File: config.mk
export PLATFORM = sky130hd
export DESIGN_NAME = alu_logic_stage
export DESIGN_NICKNAME = d
export VERILOG_FILES = /design/src/rtl/alu_pkg.sv /design/src/rtl/alu_gate_cell.sv /design/src/rtl/alu_skid_buf.sv /design/src/rtl/alu_logic_stage.sv
export SDC_FILE = /design/constraint.sdc
export NUM_CORES = 1
export LEC_CHECK = 0
export CORE_ASPECT_RATIO = 1.1
export CORE_MARGIN = 10
export CORE_UTILIZATION = 40
export CTS_CLUSTER_SIZE = 40
export DETAILED_ROUTE_END_ITERATION = 10
export PLACE_DENSITY = 0.77
export REMOVE_ABC_BUFFERS = 1
export SLEW_MARGIN = 20
export SYNTH_ARGS = -nofsm -noshare
export SYNTH_HDL_FRONTEND = slang
export SYNTH_SLANG_ARGS = --single-unit
File: constraint.sdc
create_clock -name clock -period 2.3 [get_ports clock]
set_clock_uncertainty 0.2 [all_clocks]
set_input_delay 0.345 -clock clock [delete_from_list [all_inputs] [get_ports clock]]
set_output_delay 0.345 -clock clock [all_outputs]
set_load 0.02 [all_outputs]
File: src/rtl/alu_pkg.sv
// Shared definitions for the ALU bitwise-logic output stage: opcodes,
// per-bit gate function select, and the result entry layout carried by
// the MAIN/SKID registers.
package alu_pkg;

    localparam logic [4:0] OP_AND = 5'b00010;
    localparam logic [4:0] OP_OR  = 5'b00011;
    localparam logic [4:0] OP_XOR = 5'b00110;

    localparam int ALU_DATA_W = 32;

    // Function applied by every per-bit gate cell; FN_NONE yields 0.
    typedef enum logic [1:0] {
        FN_AND  = 2'b00,
        FN_OR   = 2'b01,
        FN_XOR  = 2'b10,
        FN_NONE = 2'b11
    } gate_fn_e;

    // One buffered result beat; the stage packs its skid-buffer payload in
    // exactly this order {result, zero, err}.
    typedef struct packed {
        logic [ALU_DATA_W-1:0] result;
        logic                  zero;
        logic                  err;
    } alu_entry_t;

    localparam int ALU_ENTRY_W = $bits(alu_entry_t);

endpackage

File: src/rtl/alu_gate_cell.sv
// Single-bit logic gate cell: one instance per result bit.
module alu_gate_cell
    import alu_pkg::*;
(
    input  logic     a,
    input  logic     b,
    input  gate_fn_e fn,
    output logic     y
);

    // Select the bitwise function; unsupported functions drive 0.
    always_comb begin
        y = 1'b0;
        case (fn)
            FN_AND:  y = a & b;
            FN_OR:   y = a | b;
            FN_XOR:  y = a ^ b;
            default: y = 1'b0;
        endcase
    end

endmodule

File: src/rtl/alu_skid_buf.sv
// Two-entry skid buffer (MAIN drives the outputs, SKID absorbs one beat of
// backpressure). in_ready and out_* come straight from flops, so there is
// no combinational path from out_ready to in_ready.
module alu_skid_buf #(
    parameter int W = 34
) (
    input  logic         clock,
    input  logic         reset_n,
    input  logic         in_valid,
    output logic         in_ready,
    input  logic [W-1:0] in_data,
    output logic         out_valid,
    input  logic         out_ready,
    output logic [W-1:0] out_data
);

    logic         main_valid;
    logic [W-1:0] main_data;
    logic         skid_valid;
    logic [W-1:0] skid_data;
    logic         acc;
    logic         drn;

    assign acc = in_valid && in_ready;
    assign drn = main_valid && out_ready;

    // MAIN/SKID occupancy and data movement; order is MAIN first, then SKID.
    always_ff @(posedge clock) begin
        // NOTE: state is updated with non-blocking assignments so every
        // branch reads the pre-edge values of main/skid regardless of order.
        if (!reset_n) begin
            main_valid <= 1'b0;
            skid_valid <= 1'b0;
            // NOTE: data registers are cleared too because out_result must
            // read 0 straight out of reset, not just be qualified by valid.
            main_data  <= '0;
            skid_data  <= '0;
        end else if (!main_valid) begin
            if (acc) begin
                main_valid <= 1'b1;
                main_data  <= in_data;
            end
        end else if (drn) begin
            if (skid_valid) begin
                // in_ready was low, so nothing can be accepted this cycle.
                main_data  <= skid_data;
                skid_valid <= 1'b0;
            end else if (acc) begin
                main_data <= in_data;
            end else begin
                main_valid <= 1'b0;
            end
        end else if (acc) begin
            skid_data  <= in_data;
            skid_valid <= 1'b1;
        end
    end

    assign in_ready  = ~skid_valid;
    assign out_valid = main_valid;
    assign out_data  = main_data;

endmodule

File: src/rtl/alu_logic_stage.sv
// Registered output stage for the ALU bitwise-logic path: opcode decode,
// per-bit gate cells, zero/err flags, and a 2-entry skid buffer.
// Optional feature macro: ALU_LOGIC_XOR_EN enables opcode 00110 = XOR.
module alu_logic_stage
    import alu_pkg::*;
#(
    parameter int DATA_W = ALU_DATA_W
) (
    input  logic              clock,
    input  logic              reset_n,
    input  logic              in_valid,
    output logic              in_ready,
    input  logic [4:0]        in_opcode,
    input  logic [DATA_W-1:0] in_a,
    input  logic [DATA_W-1:0] in_b,
    output logic              out_valid,
    input  logic              out_ready,
    output logic [DATA_W-1:0] out_result,
    output logic              out_zero,
    output logic              out_err
);

    localparam int ENTRY_W = DATA_W + 2;

    gate_fn_e            fn;
    logic [DATA_W-1:0]   gate_y;
    logic                res_zero;
    logic                res_err;
    logic [ENTRY_W-1:0]  in_entry;
    logic [ENTRY_W-1:0]  out_entry;

    // Decode the opcode into a gate function; anything unknown is an error.
    always_comb begin
        fn = FN_NONE;
        case (in_opcode)
            OP_AND:  fn = FN_AND;
            OP_OR:   fn = FN_OR;
`ifdef ALU_LOGIC_XOR_EN
            OP_XOR:  fn = FN_XOR;
`endif
            default: fn = FN_NONE;
        endcase
    end

    for (genvar i = 0; i < DATA_W; i++) begin : g_bit
        alu_gate_cell u_cell (
            .a  (in_a[i]),
            .b  (in_b[i]),
            .fn (fn),
            .y  (gate_y[i])
        );
    end

    // FN_NONE already forces gate_y to 0, so zero is set on errors too.
    assign res_zero = ~|gate_y;
    assign res_err  = (fn == FN_NONE);
    assign in_entry = {gate_y, res_zero, res_err};

    alu_skid_buf #(
        .W (ENTRY_W)
    ) u_skid (
        .clock     (clock),
        .reset_n   (reset_n),
        .in_valid  (in_valid),
        .in_ready  (in_ready),
        .in_data   (in_entry),
        .out_valid (out_valid),
        .out_ready (out_ready),
        .out_data  (out_entry)
    );

    assign out_result = out_entry[ENTRY_W-1:2];
    assign out_zero   = out_entry[1];
    assign out_err    = out_entry[0];

endmodule

### Yosys cells after proc, flatten, opt, wreduce, memory -nomap -nowiden

Cells that the tools add are included.

| storage, ports and cells | value |
|---|---|
| output and inout bits | 36 |
| memories kept | 0 |
| latch bits | 0 |
| bits in writable memories | 0 |
| input bits | 73 |
| logic and storage cells | 159 |
| memory bits (read-only) | 0 |
| register bits after elaboration | 70 |

| cells by class | value |
|---|---|
| magnitude comparators | 0 |
| bitwise operators | 98 |
| shifts and indexed selects | 0 |
| reductions and logical operators | 8 |
| multiplexer cells | 43 |
| equality and inequality tests | 6 |
| add/subtract/negate cells | 0 |
| multipliers | 0 |
| div/mod/pow operators | 0 |

Operators with widths:

| operator | count |
|---|---|
| 2-to-1 mux 34 bit | 4 |
| case mux 1 bit (3 select lines) | 32 |
| bitwise AND 1 bit | 32 |
| bitwise OR 1 bit | 32 |
| OR reduction 32 bit | 1 |
| XOR 1 bit | 32 |
| equality test 5 x 2 -> 1 bit, second input constant | 2 |
| 2-to-1 mux 1 bit | 6 |
| equality test 2 bit, second input constant | 2 |
| case mux 2 bit (2 select lines) | 1 |
| AND reduction 3 bit | 1 |
| equality test 2 x 1 -> 1 bit, second input constant | 1 |
| logical AND 1 bit | 2 |
| zero test 2 bit | 1 |
| != test 2 bit, second input constant | 1 |
| NOT 1 bit | 2 |
| AND reduction 2 bit | 1 |
| nonzero test 2 bit | 1 |
| zero test 1 bit | 1 |

### Logic depth before layout (Yosys ltp)

Gate-level depths: netlist of the first run.

| depth | value |
|---|---|
| depth after elaboration | 10 |
| mapped depth | 7 |
| depth with buffers taken out | 7 |

### Modules after synthesis

From an unflattened synthesis of the first run, not the netlist that was laid out.

| unflattened totals | value |
|---|---|
| cells, all modules | 550 |
| area total of the unflattened synthesis | 4687.0 um^2 |

Modules (own cells, without submodules):

| module | cells an instance | sequential area each (um^2) | area each (um^2) | times used |
|---|---|---|---|---|
| alu_skid_buf | 281 | 1401.3 | 2798.9 | 1 |
| alu_gate_cell | 8 | 0.0 | 56.3 | 32 |
| alu_logic_stage | 13 | 0.0 | 86.3 | 1 |

### Worst setup path before layout of the first run

OpenSTA, ideal clock, no wires.

| timing path | value |
|---|---|
| path type | input to register |
| start | input in_opcode[3] |
| end | register u_skid.main_data[22] (netlist: u_skid.out_data[22]) |
| stages on the path | 6 |
| library setup time | 70 ps |
| buffers on the path | 2 |
| data required time | 2030 ps |
| path slack | 453 ps |
| arrival | 1577 ps |
| cell sequence | or4b_1 -> buf_6 -> buf_12 -> a211oi_2 -> o22ai_1 -> a21oi_1 |

| between the ends | value |
|---|---|
| longest elaborated chain between the ends | 8 |
| elaborated cells on any way between the ends | 11 |
| those cells by class | 4 x eq/ne; 6 x mux; 1 x reduce/logical |

Ends and longest elaborated chain:

| item | RTL line | text |
|---|---|---|
| start, declared | alu_logic_stage.sv:13 | `input logic [4:0] in_opcode,` |
| equality test 5 x 2 -> 1 bit | alu_logic_stage.sv:35 | `case (in_opcode)` |
| case mux 2 bit (2 select lines) * | alu_logic_stage.sv:35 |  |
| equality test 2 bit (tied with other cells) | alu_gate_cell.sv:14 | `case (fn)` |
| case mux 1 bit (3 select lines) * | alu_gate_cell.sv:14 |  |
| 2-to-1 mux 34 bit * | alu_skid_buf.sv:39, alu_skid_buf.sv:48 |  |
| 2-to-1 mux 34 bit | alu_skid_buf.sv:44 | `if (skid_valid) begin` |
| 2-to-1 mux 34 bit | alu_skid_buf.sv:43 | `end else if (drn) begin` |
| 2-to-1 mux 34 bit * | alu_skid_buf.sv:38 | `end else if (!main_valid) begin` |
| end signal, assigned | alu_skid_buf.sv:41 | `main_data <= in_data;` |
| end signal, assigned | alu_skid_buf.sv:46 | `main_data <= skid_data;` |
| end signal, assigned | alu_skid_buf.sv:49 | `main_data <= in_data;` |
| end, declared | alu_skid_buf.sv:18 | `logic [W-1:0] main_data;` |

Every way passes the cells marked *; elsewhere a longest branch is shown, timed or not. The select of a mux whose other input is x is not followed.
A chain may end at the register's enable or synchronous reset.

### Worst setup path after layout of the first run

| timing path | value |
|---|---|
| start | input in_a[9] |
| end | register u_skid.skid_data[1] |

| between the ends | value |
|---|---|
| longest elaborated chain between the ends | 4 |
| elaborated cells on any way between the ends | 6 |
| those cells by class | 1 x mux; 3 x bitwise; 2 x reduce/logical |

Ends and longest elaborated chain:

| item | RTL line | text |
|---|---|---|
| start, declared | alu_logic_stage.sv:14 | `input logic [DATA_W-1:0] in_a,` |
| XOR 1 bit (tied with other cells) | alu_gate_cell.sv:17 | `FN_XOR: y = a ^ b;` |
| case mux 1 bit (3 select lines) * | alu_gate_cell.sv:14 |  |
| OR reduction 32 bit * | alu_logic_stage.sv:55 | `assign res_zero = ~\|gate_y;` |
| zero test 1 bit * | alu_logic_stage.sv:55 |  |
| end signal, assigned | alu_skid_buf.sv:54 | `skid_data <= in_data;` |
| end, declared | alu_skid_buf.sv:20 | `logic [W-1:0] skid_data;` |

Every way passes the cells marked *; elsewhere a longest branch is shown, timed or not.

==> results of run 1 <==
[logic make-up after synthesis]
family,after synthesis,synth area share [%]
DFF,70,32.2
adders and majority gates,64,18.4
buffers and inverters,107,10.6
AOI/OAI and AO/OA,170,24.7
muxes,4,0.921
and+or+nand+nor,131,13.0
[cell type report]
cell class                 instances  area share, %
multi-input combinational        369           42.2
sequential                        70           23.5
timing repair buffer             131           21.4
inverter                          70           4.41
clock buffer                       9           3.78
tap                              143           3.00
clock inverter                     7           1.64
[sequential cells by signal, indices dropped and copies added, names as in the netlist]
| name | count |
|---|---|
| u_skid.skid_data | 34 |
| u_skid.skid_valid | 1 |
| u_skid.out_data | 34 |
| u_skid.out_valid | 1 |
[synthesized netlist by cell type (all sizes together) (2+ instances only)]
library cell,count,area share (%)
nand4,8,1.2
o22ai,33,4.7
or4,3,0.52
ha,64,18
o221ai,2,0.40
nand2,68,5.9
clkbuf,22,1.9
mux2i,4,0.92
dfxtp,70,32
a21oi,69,7.9
buf,15,2.7
o21ai,37,4.3
a211oi,27,7.1
nand3,2,0.23
nor2,36,3.1
nor3,3,0.35
nand2b,2,0.29
inv,69,6.0
nor4,5,0.72
[routing by layer]
layer	up-vias	global-route usage, %
met4	0	6.89
met5	-	0
met3	13	2.87
met1	1963	18.9
met2	140	27.6
li1	2044	-
[cell usage in the layout (no fill, tap or decap), types with 2 or more instances in the layout]
master             n
or4_1              3
o221ai_1           2
nor4_1             3
mux2i_1            4
clkdlybuf4s50_1  107
a211oi_1           4
nor4_2             2
nand2b_1           2
dfxtp_1           70
nor2_1            34
nor2_2             2
clkinvlp_4         2
inv_1             69
bufinv_16          2
clkbuf_16          9
nor3_1             3
ha_1              64
a21oi_1           68
o21ai_0           37
o22ai_1           33
nand4_1            8
a211oi_2          23
nand2_1           68
buf_12             2
buf_4             21
nand3_1            2
[worst max-delay path by stage]
| stage | start | to | cells after the start | slack (ns) |
|---|---|---|---|---|
| after floorplan | u_skid.skid_valid | u_skid.skid_data[1] | 5 | -0.51 |
| after global placement | in_a[9] | u_skid.out_data[1] | 7 | -0.26 |
| after detailed placement | in_a[9] | u_skid.skid_data[1] | 7 | -0.29 |
| after CTS | in_a[9] | u_skid.skid_data[1] | 7 | 0.06 |
| after global routing | in_a[9] | u_skid.out_data[1] | 7 | 0.007 |
| final | in_a[9] | u_skid.skid_data[1] | 7 | 0.06 |
[metrics by stage]
stage               hold slack (ns)  TNS, ns  worst slack (ns)  utilization, %
floorplan                     0.236   -30.85            -0.508               -
global placement              0.241    -6.34            -0.256            53.4
detailed placement            0.248    -9.06            -0.289            53.4
CTS                           0.256        0            0.0573            56.5
global route                  0.274        0           0.00704            56.8
finish                        0.253        0            0.0644            56.8
[worst reg2reg max path: stages (launching register included)]
cell and delay, ns:
dfxtp_1 0.41, nand2_1 0.08, buf_4 0.20, a21oi_2 0.16
buf_4 0.27, o21ai_0 0.13, a21oi_1 0.15
[power by group through the flow]
stage	registers (mW)	clock network, mW	logic (mW)
3_5_place_dp	1.33	0	0.701
3_3_place_gp	1.33	0	0.684
5_1_grt	1.31	1.55	0.767
6_report	1.30	1.49	0.707
4_1_cts	1.30	1.51	0.705
2_1_floorplan	1.39	0	0.242
==> results.toml, run 1 <==
[die]
io_pins = 109
start_util_pct = 41.4
die-height_um = 129
die-area_um2 = 15400
chipWidth_um = 119
coreArea_um2 = 10500
fp-row-count = 39

[finish]
multiInputGateArea_um2 = 2510
fillCellCount = 912
drive_gt1_share_pct = 10.7
design_area_um2 = 5950
stdcell_count = 799
area_growth_pct = 36.9
seq_area_um2 = 1400
antenna_cells = 0
nets = 788

[power]
power_frac_comb_pct = 20.2
swShare_pct = 27.0
p_seq_share_pct = 37.2
p_leak_nw = 2.50
p_total_mw = 3.50
irDropWorstVdd_mv = 0.440
netSwitchingPower_mw = 0.944
intPower_mw = 2.56
pwr-share-clk_pct = 42.6
p_per_area_nw_per_um2 = 588

[setup_path]
reg2reg_depth = 6
critPathCaptureType = "flop"
worstPathCellList = "clkdlybuf4s50_1 -> ha_1 -> or4_1 -> nor2_2 -> o221ai_1 -> a21o_1 -> a21oi_1"
worst_setup_path_start_kind = "input pin"
slowest_delay_ns = 0.57
r2r-end = "u_skid.out_data[17]"
cp.buffers_inverters = 1
cp_max_fo = 2
crit_required_ns = 2.37
arrival_ns = 2.30
r2r_start = "u_skid.out_valid"
cp_top_family = "simple AND/OR/NAND/NOR gates"
path_class = "in2reg"
slowest_stage = "or4_1"
reg2reg_slack_ns = 0.63

[min_path]
worstHoldStart = "u_skid.skid_data[31]"
hold_class = "reg2reg"
whs_path_depth = 2
holdPathEnd = "u_skid.skid_data[31]"

[synthesis]
synth_edf_count = 0
synth-main-ff-cell = "dfxtp_1"
yosys_warnings = 0
ys_async_sr_fraction_pct = 0
postSynthAreaPerCell_um2 = 7.96
synth_seq_cells = 70
syn_inst = 546
synth_cell_types = 29
ys_seq_area_share_pct = 32.2
synth_area_um2 = 4350

[placement]
dp_cells = 783
place_area_um2 = 5610
dp_hpwl_mm = 9.47
port_buffers = 108
place_congestion = 0.818

[clock_tree]
post_cts_buffers = 0
numCtsBuffers = 9
cts_buffer_depth = 2
cts_tree = "built"
worstSkewPairLatency_ns = 0.34
cts_hold_buf = 0
cts-root-buf = "clkbuf_16"
cts_resized = 0
htreeDepth = 3
path_clk_slew_ns = 0.06
cts_sinks = 70

[global_route]
antenna_found_initial = 0
grt_pass1_wl_mm = 20.3
grt_pass1_vias = 4085
gr-total-overflow = 0
grt_util_all_layers_pct = 15.9
grt_start_max_net_pins = 36

[drt]
drt-met1-wl_mm = 5.51
vias = 4160
first_pass_iters = 6
drc = 0
top_layer = "met4"
viasPerCell = 5.21
wl_met2_mm = 6.39
drtAntennaViolNets = 0
wl_per_cell_um = 16.0
drt-initial-drc-count = 287
wl_mm = 12.8
route.met3.wl_um = 680

[sta]
rsz0062_at_grt = "false"
tightest_slew_ns = 0.404
fmax_mhz = 447
hold_viol = 0
slew_viol_final = 0
relSlewSlack_pct = 73.1
setup_violations = 0
post-route-min-period_ns = 2.24
period_share_pct = 97.2

[flow_run]
max-cap-violations = 0

[outcome]
status = "finished, final reports clean"
Note: power is estimated with default switching activity, not from simulation.
==> run 2, diff against run 1 <==
--- a/config.mk
+++ b/config.mk
@@ -5,12 +5,14 @@
 export SDC_FILE = /design/constraint.sdc
 export NUM_CORES = 1
 export LEC_CHECK = 0
+export CELL_PAD_IN_SITES_DETAIL_PLACEMENT = 1
+export CELL_PAD_IN_SITES_GLOBAL_PLACEMENT = 2
 export CORE_ASPECT_RATIO = 1.1
 export CORE_MARGIN = 10
-export CORE_UTILIZATION = 40
+export CORE_UTILIZATION = 28
 export CTS_CLUSTER_SIZE = 40
 export DETAILED_ROUTE_END_ITERATION = 10
-export PLACE_DENSITY = 0.77
+export PLACE_DENSITY = 0.9
 export REMOVE_ABC_BUFFERS = 1
 export SLEW_MARGIN = 20
 export SYNTH_ARGS = -nofsm -noshare
==> run 2 against run 1 <==
  * First-iteration DRC count decreased by 39%
  * Combinational power grew 4.1%
  * Hold slack better by 0.0016 ns
  * Design area grew 1.7%
  * Final cell count rose by 8.1%
  * Non-clock buffer count grew 12
  * Register-to-register slack better by 0.06 ns
  * Routed wire length increased by 13%
  * Critical path type unchanged
  * Highest routed layer unchanged
==> results.toml, run 2 (synthesis results as in run 1) <==
[drt]
viasPerCell = 4.81
drc = 0
wl_per_cell_um = 16.6
wl_mm = 14.4
vias = 4159
first_pass_iters = 4
drt-initial-drc-count = 175
drtAntennaViolNets = 0

[power]
intPower_mw = 2.37
p_total_mw = 3.28
irDropWorstVdd_mv = 0.283
p_per_area_nw_per_um2 = 541
swShare_pct = 27.7
power_frac_comb_pct = 22.5
pwr-share-clk_pct = 37.8
netSwitchingPower_mw = 0.907
p_leak_nw = 2.55
p_seq_share_pct = 39.7

[setup_path]
worstPathCellList = "clkdlybuf4s50_1 -> or4b_2 -> buf_12 -> a211oi_1 -> o22ai_1 -> a21oi_1"
slowest_delay_ns = 0.71
crit_required_ns = 2.36
worst_setup_path_start_kind = "input pin"
cp_max_fo = 31
path_class = "in2reg"
slowest_stage = "or4b_2"
arrival_ns = 2.28
critPathCaptureType = "flop"

[outcome]
status = "finished, final reports clean"

[finish]
drive_gt1_share_pct = 12.1
layout_commonest_cell = "clkdlybuf4s50_1"
antenna_cells = 0
design_area_um2 = 6060
area_growth_pct = 39.3
nets = 800
fillCellCount = 1824
layout_common_cells = "107 x clkdlybuf4s50_1, 70 x dfxtp_1, 69 x inv_1, 68 x nand2_1, 68 x a21oi_1"

[die]
die-area_um2 = 20900
start_util_pct = 28.7
chipWidth_um = 139
die-height_um = 151
fp-row-count = 47
coreArea_um2 = 15200
io_pins = 109

[placement]
place_congestion = 0.780
place_area_um2 = 5760
dp_hpwl_mm = 11.0
port_buffers = 108

[sta]
slew_viol_final = 0
setup_violations = 0
fmax_mhz = 451
tns_ns = 0
tightest_slew_ns = 0.496
post-route-min-period_ns = 2.22
hold_viol = 0
period_share_pct = 96.4
rsz0062_at_grt = "false"
relSlewSlack_pct = 66.7

[global_route]
grt_pass1_vias = 4726
gr-total-overflow = 0
grt_pass1_wl_mm = 23.7
grt_util_all_layers_pct = 13.7
antenna_found_initial = 0
grt_start_max_net_pins = 37

[clock_tree]
cts_buffer_depth = 2
numCtsBuffers = 9
cts-root-buf = "clkbuf_16"
worstSkewPairLatency_ns = 0.33
path_clk_slew_ns = 0.05
htreeDepth = 3
cts_sinks = 70
cts_tree = "built"

[min_path]
hold_class = "reg2reg"

[flow_run]
max-cap-violations = 0
[run 2: changes by cell type in the layout (fill, tap and decap cells not counted), sizes merged]
cell	previous run	this run
buf	24	36
clkinv	3	6
clkinvlp	2	0
clkbuf	9	11
inv	70	69
bufinv	2	0
[run 2: area by class of cell]
type                       instances  area, µm²  area share [%]
inverter                          70        263            4.34
timing repair buffer             143       1360            22.5
multi-input combinational        369       2520            41.6
sequential                        70       1400            23.1
clock buffer                      11        243            4.01
clock inverter                     5       25.0           0.413
tap                              196        245            4.05
[run 2: final timing paths]
path | startpoint | endpoint | slack [ns] | cells past startpoint
max | in_opcode[3] | u_skid.out_data[17] | 0.08 | 6
min | u_skid.skid_data[31] | u_skid.skid_data[31] | 0.26 | 2
max reg2reg | u_skid.out_valid | u_skid.skid_data[12] | 0.69 | 5
min reg2reg | u_skid.skid_data[31] | u_skid.skid_data[31] | 0.26 | 2
[run 2: repair_timing]
item,4_1_cts,5_1_grt
buffers inserted,0,0
endpoints found under the setup margin,0,5
hold buffers,0,0
gates resized for setup,0,5
[run 2: per-stage QoR]
step	hold slack (ns)	setup slack (ns)	std cells	util, %
2_1_floorplan	0.236	-0.508	509	-
3_3_place_gp	0.241	-0.273	848	38.0
3_5_place_dp	0.251	-0.340	848	38.0
4_1_cts	0.258	0.0263	864	39.7
5_1_grt	0.274	0.00489	864	39.9
6_report	0.255	0.0826	864	39.9
[run 2: power groups by stage]
stage	sequential (mW)	combinational [mW]	clock, mW
after detailed placement	1.33	0.739	0
after CTS	1.30	0.746	1.27
after global routing	1.31	0.807	1.33
after global placement	1.33	0.718	0
after floorplan	1.39	0.242	0
final	1.30	0.736	1.24
[run 2: per-layer routing]
metal	GRT usage, %	vias to the layer above	part of all wire (%)
li1	-	2066	-
met4	4.07	0	1.3
met1	15.4	1987	44
met3	2.96	9	3.5
met2	25.5	97	51
met5	0	-	0
[run 2: worst max-delay path, delay by kind of cell]
kind	cells	cell delay (ns)
AND/OR/NAND/NOR	1	0.71
AO/OA/AOI/OAI	3	0.60
buffers and inverters	2	0.60
